## config.mk

```make
export PLATFORM = sky130hd
export DESIGN_NAME = fir_out_quant
export DESIGN_NICKNAME = d
export VERILOG_FILES = /design/src/rtl/fir_pkg.sv /design/src/rtl/fir_out_fifo.sv /design/src/rtl/fir_out_quant.sv
export SDC_FILE = /design/constraint.sdc
export NUM_CORES = 1
export LEC_CHECK = 0
export BUFFER_PORTS_ARGS = -buffer_cell sky130_fd_sc_hd__buf_4
export CORE_MARGIN = 4
export CORE_UTILIZATION = 63
export DETAILED_ROUTE_END_ITERATION = 8
export GPL_TIMING_DRIVEN = 0
export PLACE_DENSITY = 0.84
export SETUP_SLACK_MARGIN = 0.05
export SLEW_MARGIN = 20
export SYNTH_ARGS = -nofsm -noshare
export SYNTH_HDL_FRONTEND = slang
export SYNTH_SLANG_ARGS = --single-unit
```

## constraint.sdc

```tcl
create_clock -name clk1 -period 9 [get_ports clk1]
set_input_delay 1.8 -clock clk1 [delete_from_list [all_inputs] [get_ports clk1]]
set_output_delay 1.8 -clock clk1 [all_outputs]
set_load 0.02 [all_outputs]
```

## src/rtl/fir_pkg.sv

```systemverilog
// Shared FIR constants and the signed sample/accumulator types used by the
// core and by the output quantiser.
package fir_pkg;

  localparam int FIR_ACC_W       = 41;
  localparam int FIR_DATA_W      = 16;
  localparam int FIR_TAPS        = 64;
  localparam int FIR_COEF_ADDR_W = 6;

  typedef logic signed [FIR_DATA_W-1:0] fir_data_t;
  typedef logic signed [FIR_ACC_W-1:0]  fir_acc_t;

endpackage

```

## src/rtl/fir_out_fifo.sv

```systemverilog
// Synchronous show-ahead FIFO. Pointers carry one extra wrap bit, so full is
// "pointers equal except the MSB". A push while full is accepted only when a
// pop happens on the same edge. The head word reads as zero while empty.
module fir_out_fifo
  import fir_pkg::*;
#(
  parameter  int W     = 16,
  parameter  int DEPTH = 8,
  localparam int AW    = $clog2(DEPTH),
  localparam int LW    = AW + 1
) (
  input  logic          clk_i,
  input  logic          rst_n_i,
  input  logic          push_i,
  input  logic          pop_i,
  input  logic [W-1:0]  wdata_i,
  output logic [W-1:0]  rdata_o,
  output logic          full_o,
  output logic          empty_o,
  output logic [LW-1:0] level_o
);

  localparam logic [AW:0] PTR_ONE = (AW + 1)'(1);

  logic [AW:0]  wptr_q, wptr_d;
  logic [AW:0]  rptr_q, rptr_d;
  logic [W-1:0] mem_q [DEPTH];
  logic         do_push;
  logic         do_pop;

  assign empty_o = (wptr_q == rptr_q);
  assign full_o  = (wptr_q[AW] != rptr_q[AW]) &&
                   (wptr_q[AW-1:0] == rptr_q[AW-1:0]);
  assign do_pop  = pop_i && !empty_o;
  assign do_push = push_i && (!full_o || do_pop);
  assign level_o = wptr_q - rptr_q;
  assign rdata_o = empty_o ? '0 : mem_q[rptr_q[AW-1:0]];

  // Pointer next-state: advance on accepted push / effective pop.
  always_comb begin
    wptr_d = wptr_q;
    rptr_d = rptr_q;
    if (do_push) wptr_d = wptr_q + PTR_ONE;
    if (do_pop)  rptr_d = rptr_q + PTR_ONE;
  end

  // Pointer registers, cleared asynchronously.
  always_ff @(posedge clk_i or negedge rst_n_i) begin
    if (!rst_n_i) begin
      wptr_q <= '0;
      rptr_q <= '0;
    end else begin
      wptr_q <= wptr_d;
      rptr_q <= rptr_d;
    end
  end

  // Storage write; contents need no reset because empty masks the head.
  always_ff @(posedge clk_i) begin
    if (do_push) mem_q[wptr_q[AW-1:0]] <= wdata_i;
  end

endmodule

```

## src/rtl/fir_out_quant.sv

```systemverilog
// FIR output quantiser: register the accumulator result, round with a fixed
// arithmetic right shift (half toward +inf), saturate to OUT_W bits and queue
// in a show-ahead FIFO. Optional clipped-sample counter: FIR_OUT_SAT_COUNT_EN.
//
// Handshake: dout_valid is high whenever the FIFO holds a word and dout shows
// the head word; a word is consumed on a rising clk1 edge where
// dout_valid && dout_ready. dout holds steady while dout_valid && !dout_ready.
// The input side has no back-pressure: din_valid is a strobe, and a word that
// reaches a full FIFO without a same-edge pop is dropped (sticky overflow).
module fir_out_quant
  import fir_pkg::*;
#(
  parameter  int IN_W       = FIR_ACC_W,
  parameter  int OUT_W      = FIR_DATA_W,
  parameter  int SHIFT      = 15,
  parameter  int FIFO_DEPTH = 8,
  localparam int LVL_W      = $clog2(FIFO_DEPTH) + 1
) (
  input  logic                    clk1,
  input  logic                    rstn,
  input  logic                    din_valid,
  input  logic signed [IN_W-1:0]  din,
  input  logic                    sat_clr,
  input  logic                    dout_ready,
  output logic                    dout_valid,
  output logic signed [OUT_W-1:0] dout,
  output logic [LVL_W-1:0]        fifo_level,
  output logic                    overflow,
  output logic                    sat_flag
`ifdef FIR_OUT_SAT_COUNT_EN
  ,
  output logic [15:0]             sat_count
`endif
);

  // One guard bit so the rounding add can never wrap.
  localparam int RW = IN_W + 1;
  localparam logic signed [RW-1:0]    MAX_R = RW'((2 ** (OUT_W - 1)) - 1);
  localparam logic signed [RW-1:0]    MIN_R = RW'(-(2 ** (OUT_W - 1)));
  localparam logic signed [OUT_W-1:0] MAX_O = {1'b0, {(OUT_W - 1){1'b1}}};
  localparam logic signed [OUT_W-1:0] MIN_O = {1'b1, {(OUT_W - 1){1'b0}}};

  logic                    in_vld_q;
  logic signed [IN_W-1:0]  in_q;
  logic                    rnd_vld_q;
  logic signed [RW-1:0]    rnd_q;
  logic signed [RW-1:0]    din_ext;
  logic signed [RW-1:0]    rnd_d;
  logic                    clip_d;
  logic                    clip_evt;
  logic signed [OUT_W-1:0] sat_val;
  logic                    fifo_full;
  logic                    fifo_empty;
  logic                    pop;
  logic                    drop_evt;
  logic                    sat_flag_q, sat_flag_d;
  logic                    ovf_q, ovf_d;
  logic [OUT_W-1:0]        fifo_rdata;

  assign din_ext = {in_q[IN_W-1], in_q};

  if (SHIFT > 0) begin : g_round
    localparam logic signed [RW-1:0] HALF = RW'(1) <<< (SHIFT - 1);
    assign rnd_d = (din_ext + HALF) >>> SHIFT;
  end else begin : g_pass
    assign rnd_d = din_ext;
  end

  assign clip_d   = (rnd_d > MAX_R) || (rnd_d < MIN_R);
  assign clip_evt = in_vld_q && clip_d;
  assign pop      = dout_valid && dout_ready;
  assign drop_evt = rnd_vld_q && fifo_full && !pop;

  // Capture stage (E0) and rounded stage (E1) registers.
  always_ff @(posedge clk1 or negedge rstn) begin
    if (!rstn) begin
      in_vld_q  <= 1'b0;
      in_q      <= '0;
      rnd_vld_q <= 1'b0;
      rnd_q     <= '0;
    end else begin
      in_vld_q  <= din_valid;
      in_q      <= din;
      rnd_vld_q <= in_vld_q;
      rnd_q     <= rnd_d;
    end
  end

  // Saturate the registered rounded value on its way into the FIFO (E2).
  always_comb begin
    sat_val = rnd_q[OUT_W-1:0];
    if (rnd_q > MAX_R)      sat_val = MAX_O;
    else if (rnd_q < MIN_R) sat_val = MIN_O;
  end

  // Sticky flags: clear first, so a same-edge set wins.
  always_comb begin
    sat_flag_d = sat_flag_q;
    ovf_d      = ovf_q;
    if (sat_clr) begin
      sat_flag_d = 1'b0;
      ovf_d      = 1'b0;
    end
    if (clip_evt) sat_flag_d = 1'b1;
    if (drop_evt) ovf_d      = 1'b1;
  end

  // Flag registers.
  always_ff @(posedge clk1 or negedge rstn) begin
    if (!rstn) begin
      sat_flag_q <= 1'b0;
      ovf_q      <= 1'b0;
    end else begin
      sat_flag_q <= sat_flag_d;
      ovf_q      <= ovf_d;
    end
  end

  assign sat_flag = sat_flag_q;
  assign overflow = ovf_q;

`ifdef FIR_OUT_SAT_COUNT_EN
  logic [15:0] sat_cnt_q, sat_cnt_d;

  // Clip counter: saturates at all-ones; a clip on the clearing edge counts 1.
  always_comb begin
    sat_cnt_d = sat_cnt_q;
    if (sat_clr) sat_cnt_d = '0;
    if (clip_evt && (sat_cnt_d != 16'hFFFF)) sat_cnt_d = sat_cnt_d + 16'd1;
  end

  // Clip counter register.
  always_ff @(posedge clk1 or negedge rstn) begin
    if (!rstn) sat_cnt_q <= '0;
    else       sat_cnt_q <= sat_cnt_d;
  end

  assign sat_count = sat_cnt_q;
`endif

  fir_out_fifo #(
    .W     (OUT_W),
    .DEPTH (FIFO_DEPTH)
  ) u_fifo (
    .clk_i   (clk1),
    .rst_n_i (rstn),
    .push_i  (rnd_vld_q),
    .pop_i   (dout_ready),
    .wdata_i (sat_val),
    .rdata_o (fifo_rdata),
    .full_o  (fifo_full),
    .empty_o (fifo_empty),
    .level_o (fifo_level)
  );

  assign dout_valid = !fifo_empty;
  assign dout       = fifo_rdata;

endmodule
```

Yosys cells after proc, flatten, opt, wreduce, memory -nomap -nowiden
Memory sizes are Yosys's and may differ from the RTL's.
Index checks and enable logic that the tools add are counted.
{ "totals": {"ramBits": 128, "input_bits": 46, "register_bits": 80, "output_inout_bits": 23, "wordCells": 41, "memories": 1} }
{ "memory_table": {"columns": ["memory", "words", "width", "rd", "rd_ports_with_merged_regs", "write_ports", "line_no", "source"], "rows": [
  ["u_fifo.mem_q", 8, 16, 1, 0, 1, "fir_out_fifo.sv:27", "logic [W-1:0] mem_q [DEPTH];"]
]} }
{ "op_classes": {"eq_ne": 3, "add_sub_neg": 4, "muxes": 8, "n_reduce_logical": 13, "order_cmp": 4} }
{ "op_table": {"columns": ["operator", "count"], "rows": [
  ["27-bit by 16-bit > comparator with 1-bit output, second input constant", 2],
  ["27-bit by 16-bit < comparator with 1-bit output, second input constant", 2],
  ["16-bit 2-to-1 mux", 3],
  ["41-bit by 16-bit adder with 42-bit output, second input constant", 1],
  ["4-bit by 1-bit adder with 4-bit output, second input constant", 2],
  ["1-bit logical AND", 6],
  ["1-bit 2-to-1 mux", 5],
  ["4-bit == test", 1],
  ["2-bit nonzero test", 2],
  ["4-bit subtractor", 1],
  ["3-bit == test", 1],
  ["1-bit logical NOT", 3],
  ["1-bit logical OR", 2],
  ["1-bit inequality test", 1]
]} }

Longest topological paths before layout
{ "logic_depth": {"ltp_word": 7, "mapped_depth": 10, "mapped_depth_nobuf": 8} }

Modules after synthesis
A second synthesis with hierarchy kept.
{ "hier_totals": {"hier_cells": 509, "area_unflattened_um2": 7983.9} }
{ "by_module_without_submodules": {"columns": ["module", "seq_area_each_um2", "n_inst", "area_per_inst_um2", "cells_per_inst"], "rows": [
  ["fir_out_fifo", 4043.9, 1, 5557.8, 317],
  ["fir_out_quant", 1451.4, 1, 2426.1, 192]
]} }

Worst setup path after synthesis
Ideal clock, no wire load.
{ "synth_path": {"path_kind": "register to output", "from": "register u_fifo.rptr_q[2]", "to": "output dout[10]", "stages_incl_launch_ff": 9, "t_required_ns": 7.200, "t_arrival_ns": 2.292, "setup_slack_ns": 4.908, "path_cell_list": "dfrtp_1 > clkbuf_1 > clkinv_1 > clkbuf_1 > ha_1 > and4_1 > clkbuf_1 > clkbuf_1 > a21oi_1"} }
{ "synth_between": {"elab_chain_len": 2, "word_cells_on_any_way": 3, "cone_classes": "1 x eq/ne; 1 x mux; 1 x memory"} }
{ "synth_lines": {"columns": ["element", "line_no", "source"], "rows": [
  ["from (decl)", "fir_out_fifo.sv:26", "logic [AW:0] rptr_q, rptr_d;"],
  ["from (signal assigned)", "fir_out_fifo.sv:54", "rptr_q <= rptr_d;"],
  ["memory 8 x 16 bit / 4-bit == test (equally long branches)", null, null],
  ["16-bit 2-to-1 mux (*)", "fir_out_fifo.sv:37", "assign rdata_o = empty_o ? '0 : mem_q[rptr_q[AW-1:0]];"],
  ["to (decl)", "fir_out_quant.sv:26", "output logic signed [OUT_W-1:0] dout,"]
]} }
Mark *: on every way between the ends. The rest lies on a longest branch, timed or not.

Worst setup path after layout
{ "layout_path": {"from": "register u_fifo.rptr_q[2]", "to": "output dout[13]"} }
The elaborated chain is that of the path after synthesis.

==> flow_metrics.env <==
export IMPL_status="finished clean"
export IMPL_sw_frac_of_total_pct=32.8
export IMPL_synth_avg_cell_area_um2=16.5
export IMPL_grt_util_all_layers_pct=23.0
export IMPL_die_area_um2=14000
export IMPL_worstSetupPathType="flop to output pin"
export IMPL_ir_worst_vdd_uv=197
export IMPL_grt_pass1_vias=4365
export IMPL_synthCells=463
export IMPL_cp_end_kind="output pin"
export IMPL_pwr_share_clk_pct=25.2
export IMPL_final_common_cell="edfxtp_1"
export IMPL_detail_route_antenna_nets=0
export IMPL_num_vias=4255
export IMPL_p_leak_nw=3.29
export IMPL_core_um2=11700
export IMPL_numCtsBuffers=17
export IMPL_layout_drive_gt1_share_pct=25.4
export IMPL_post_route_period_util_pct=64.2
export IMPL_route_detailed_drc=0
export IMPL_num_rows=39
export IMPL_clock_path_buffers=2
export IMPL_antenna_found_initial=0
export IMPL_synthDistinctLibCells=41
export IMPL_finalCriticalPeriod_ps=5780
export IMPL_place_ws_ps=3580
export IMPL_start_util_pct=65.6
export IMPL_finish_utilization_pct=76.5
export IMPL_area_growth_pct=16.7
export IMPL_finalWorstSetupSlack_ps=3220
export IMPL_hold_buffers=0
export IMPL_die_x_um=118
export IMPL_cts_resized=0
export IMPL_finalSetupTns_ps=0
export IMPL_port_buffers=54
export IMPL_num_io_pins=69
export IMPL_syn_cell_area_um2=7650
export IMPL_grt_pass1_wl_um=24100
export IMPL_tightest_slew_ps=1000
export IMPL_worst_hold_path_type="flop to flop"
export IMPL_wire_per_inst_um=21.2
export IMPL_path_clk_slew_ps=70
export IMPL_power_density_nw_per_um2=318
export IMPL_required_ps=7200
export IMPL_setup_viol=0
export IMPL_hold_viol_final=0
export IMPL_p_int_w=0.00191
export IMPL_nets=599
export IMPL_clkLatencyLatePin_ps=430
export IMPL_dpl_hpwl_um=10100
export IMPL_gp_congestion=0.863
export IMPL_ys_ff_latch=194
export IMPL_slew_viol_final=0
export IMPL_cts_setup_buffers=0
export IMPL_synth_warning_count=0
export IMPL_arrival_ps=3980
export IMPL_htree_levels=4
export IMPL_vias_per_cell=6.06
export IMPL_design_area_um2=8920
export IMPL_start_kind="flop"
export IMPL_drt_iter0_drc=363
export IMPL_p_seq_share_pct=40.0
export IMPL_cp_max_fo=10
export IMPL_drtPass1Iterations=5
export IMPL_ys_flop_type="edfxtp_1"
export IMPL_pwr_share_comb_pct=34.8
export IMPL_finalWirelength_um=14900
export IMPL_placed_area_um2=8360
export IMPL_slew_headroom_pct=33.1
export IMPL_max_freq_ghz=0.173
export IMPL_ys_seq_area_share_pct=71.9
export IMPL_clock_skew_final_ps=9.10
export IMPL_grt_overflow_total=0
export IMPL_place_inst=670
export IMPL_rsz0062_at_grt="no"
export IMPL_fp_dieH_um=118
export IMPL_layout_common_cells="edfxtp_1, dfrtp_1, buf_4"
export IMPL_synth_edf_count=128
export IMPL_clkSinkCount=194
export IMPL_netSwitchingPower_w=0.000931
export IMPL_num_antenna_cells=0
export IMPL_synth_fp_nets=516
export IMPL_grt_max_degree=67
export IMPL_fin_cells=702
export IMPL_cts_tree="built"
export IMPL_synth_async_reset_ratio_pct=34.0
export IMPL_maxCapViolations=0
export IMPL_root_buffer="clkbuf_16"
==> sequential cells by signal, indices dropped and copies added (netlist names) <==
signal         cells
in_vld_q           1
rnd_q             27
rnd_vld_q          1
u_fifo.wptr_q      4
sat_flag           1
u_fifo.mem_q     128
overflow           1
u_fifo.rptr_q      4
in_q              27
==> power by group through the flow <==
| stage | Sequential, W | Combinational [W] | Clock, W |
|---|---|---|---|
| final | 0.00113 | 0.000988 | 0.000714 |
| after global routing | 0.00114 | 0.00106 | 0.000762 |
| after CTS | 0.00113 | 0.00100 | 0.000723 |
| after detailed placement | 0.00115 | 0.000985 | 0 |
| after global placement | 0.00114 | 0.000935 | 0 |
| after floorplan | 0.00114 | 0.000623 | 0 |
==> critical path, cell delays in order (launching register included) <==
cell	delay, ps
dfrtp_1	320
clkbuf_1	460
clkinv_1	420
clkbuf_1	380
ha_1	470
and4_1	210
clkbuf_1	450
clkbuf_1	460
a21oi_1	150
buf_4	200
==> worst paths after layout <==
check	endpoint	cells after the start	start	slack, ps
max in group asynchronous	rnd_q[24]	1	rstn	7040
min reg2reg	rnd_vld_q	0	in_vld_q	380
min	rnd_vld_q	0	in_vld_q	380
max	dout[13]	9	u_fifo.rptr_q[2]	3220
min in group asynchronous	in_q[40]	1	rstn	1460
max reg2reg	u_fifo.mem_q[4][6]	10	u_fifo.rptr_q[2]	5040
==> final cells by class <==
type	count	area, µm²
clock buffers	17	425
clock inverters	15	140
flip-flops and latches	194	5500
repair buffers	64	507
well taps	143	179
multi-input cells	236	2040
fillers	630	2740
inverters	15	56.3
plain buffers	18	75.1
==> layer usage <==
metal,GRT usage [%],part of all wire (%),vias to the layer above
met3,5.16,7.4,20
met2,39.3,53,196
met1,29.1,37,2131
li1,-,-,1908
met5,0,0,-
met4,8.57,1.8,0
==> cells in the mapped netlist, types with 2 or more instances <==
cell type,instances,area [µm²]
nand3_1,11,55.1
or4_4,2,22.5
a31oi_1,4,25.0
dfrtp_1,66,1650
and3_1,3,18.8
o21ai_0,2,10.0
nor3_1,6,30.0
mux4_2,32,721
a21oi_1,18,90.1
and4_1,4,35.0
buf_1,3,11.3
nand4_1,11,68.8
o21a_1,15,113
ha_1,6,75.1
xnor2_1,24,210
nand2b_1,4,25.0
inv_1,14,52.6
clkbuf_1,14,52.6
nand2_1,49,184
xor2_1,10,87.6
edfxtp_1,128,3840
nor4_1,5,31.3
nor2_1,14,52.6
==> per-stage QoR <==
stage                     hold slack [ps]  total power [W]
after floorplan                       346          0.00176
after global placement                361          0.00208
after detailed placement              357          0.00214
after CTS                             388          0.00286
after global routing                  408          0.00296
final                                 384          0.00284
==> cell families after synthesis <==
logic type	synth area share, %
DFF	71.9
and+or+nand+nor	7.94
AOI/OAI and AO/OA	3.76
xor gates and xnor gates	3.89
buffers and inverters	1.72
muxes	9.57
adders and majority gates	1.24
(Power assumes the default switching activity.)
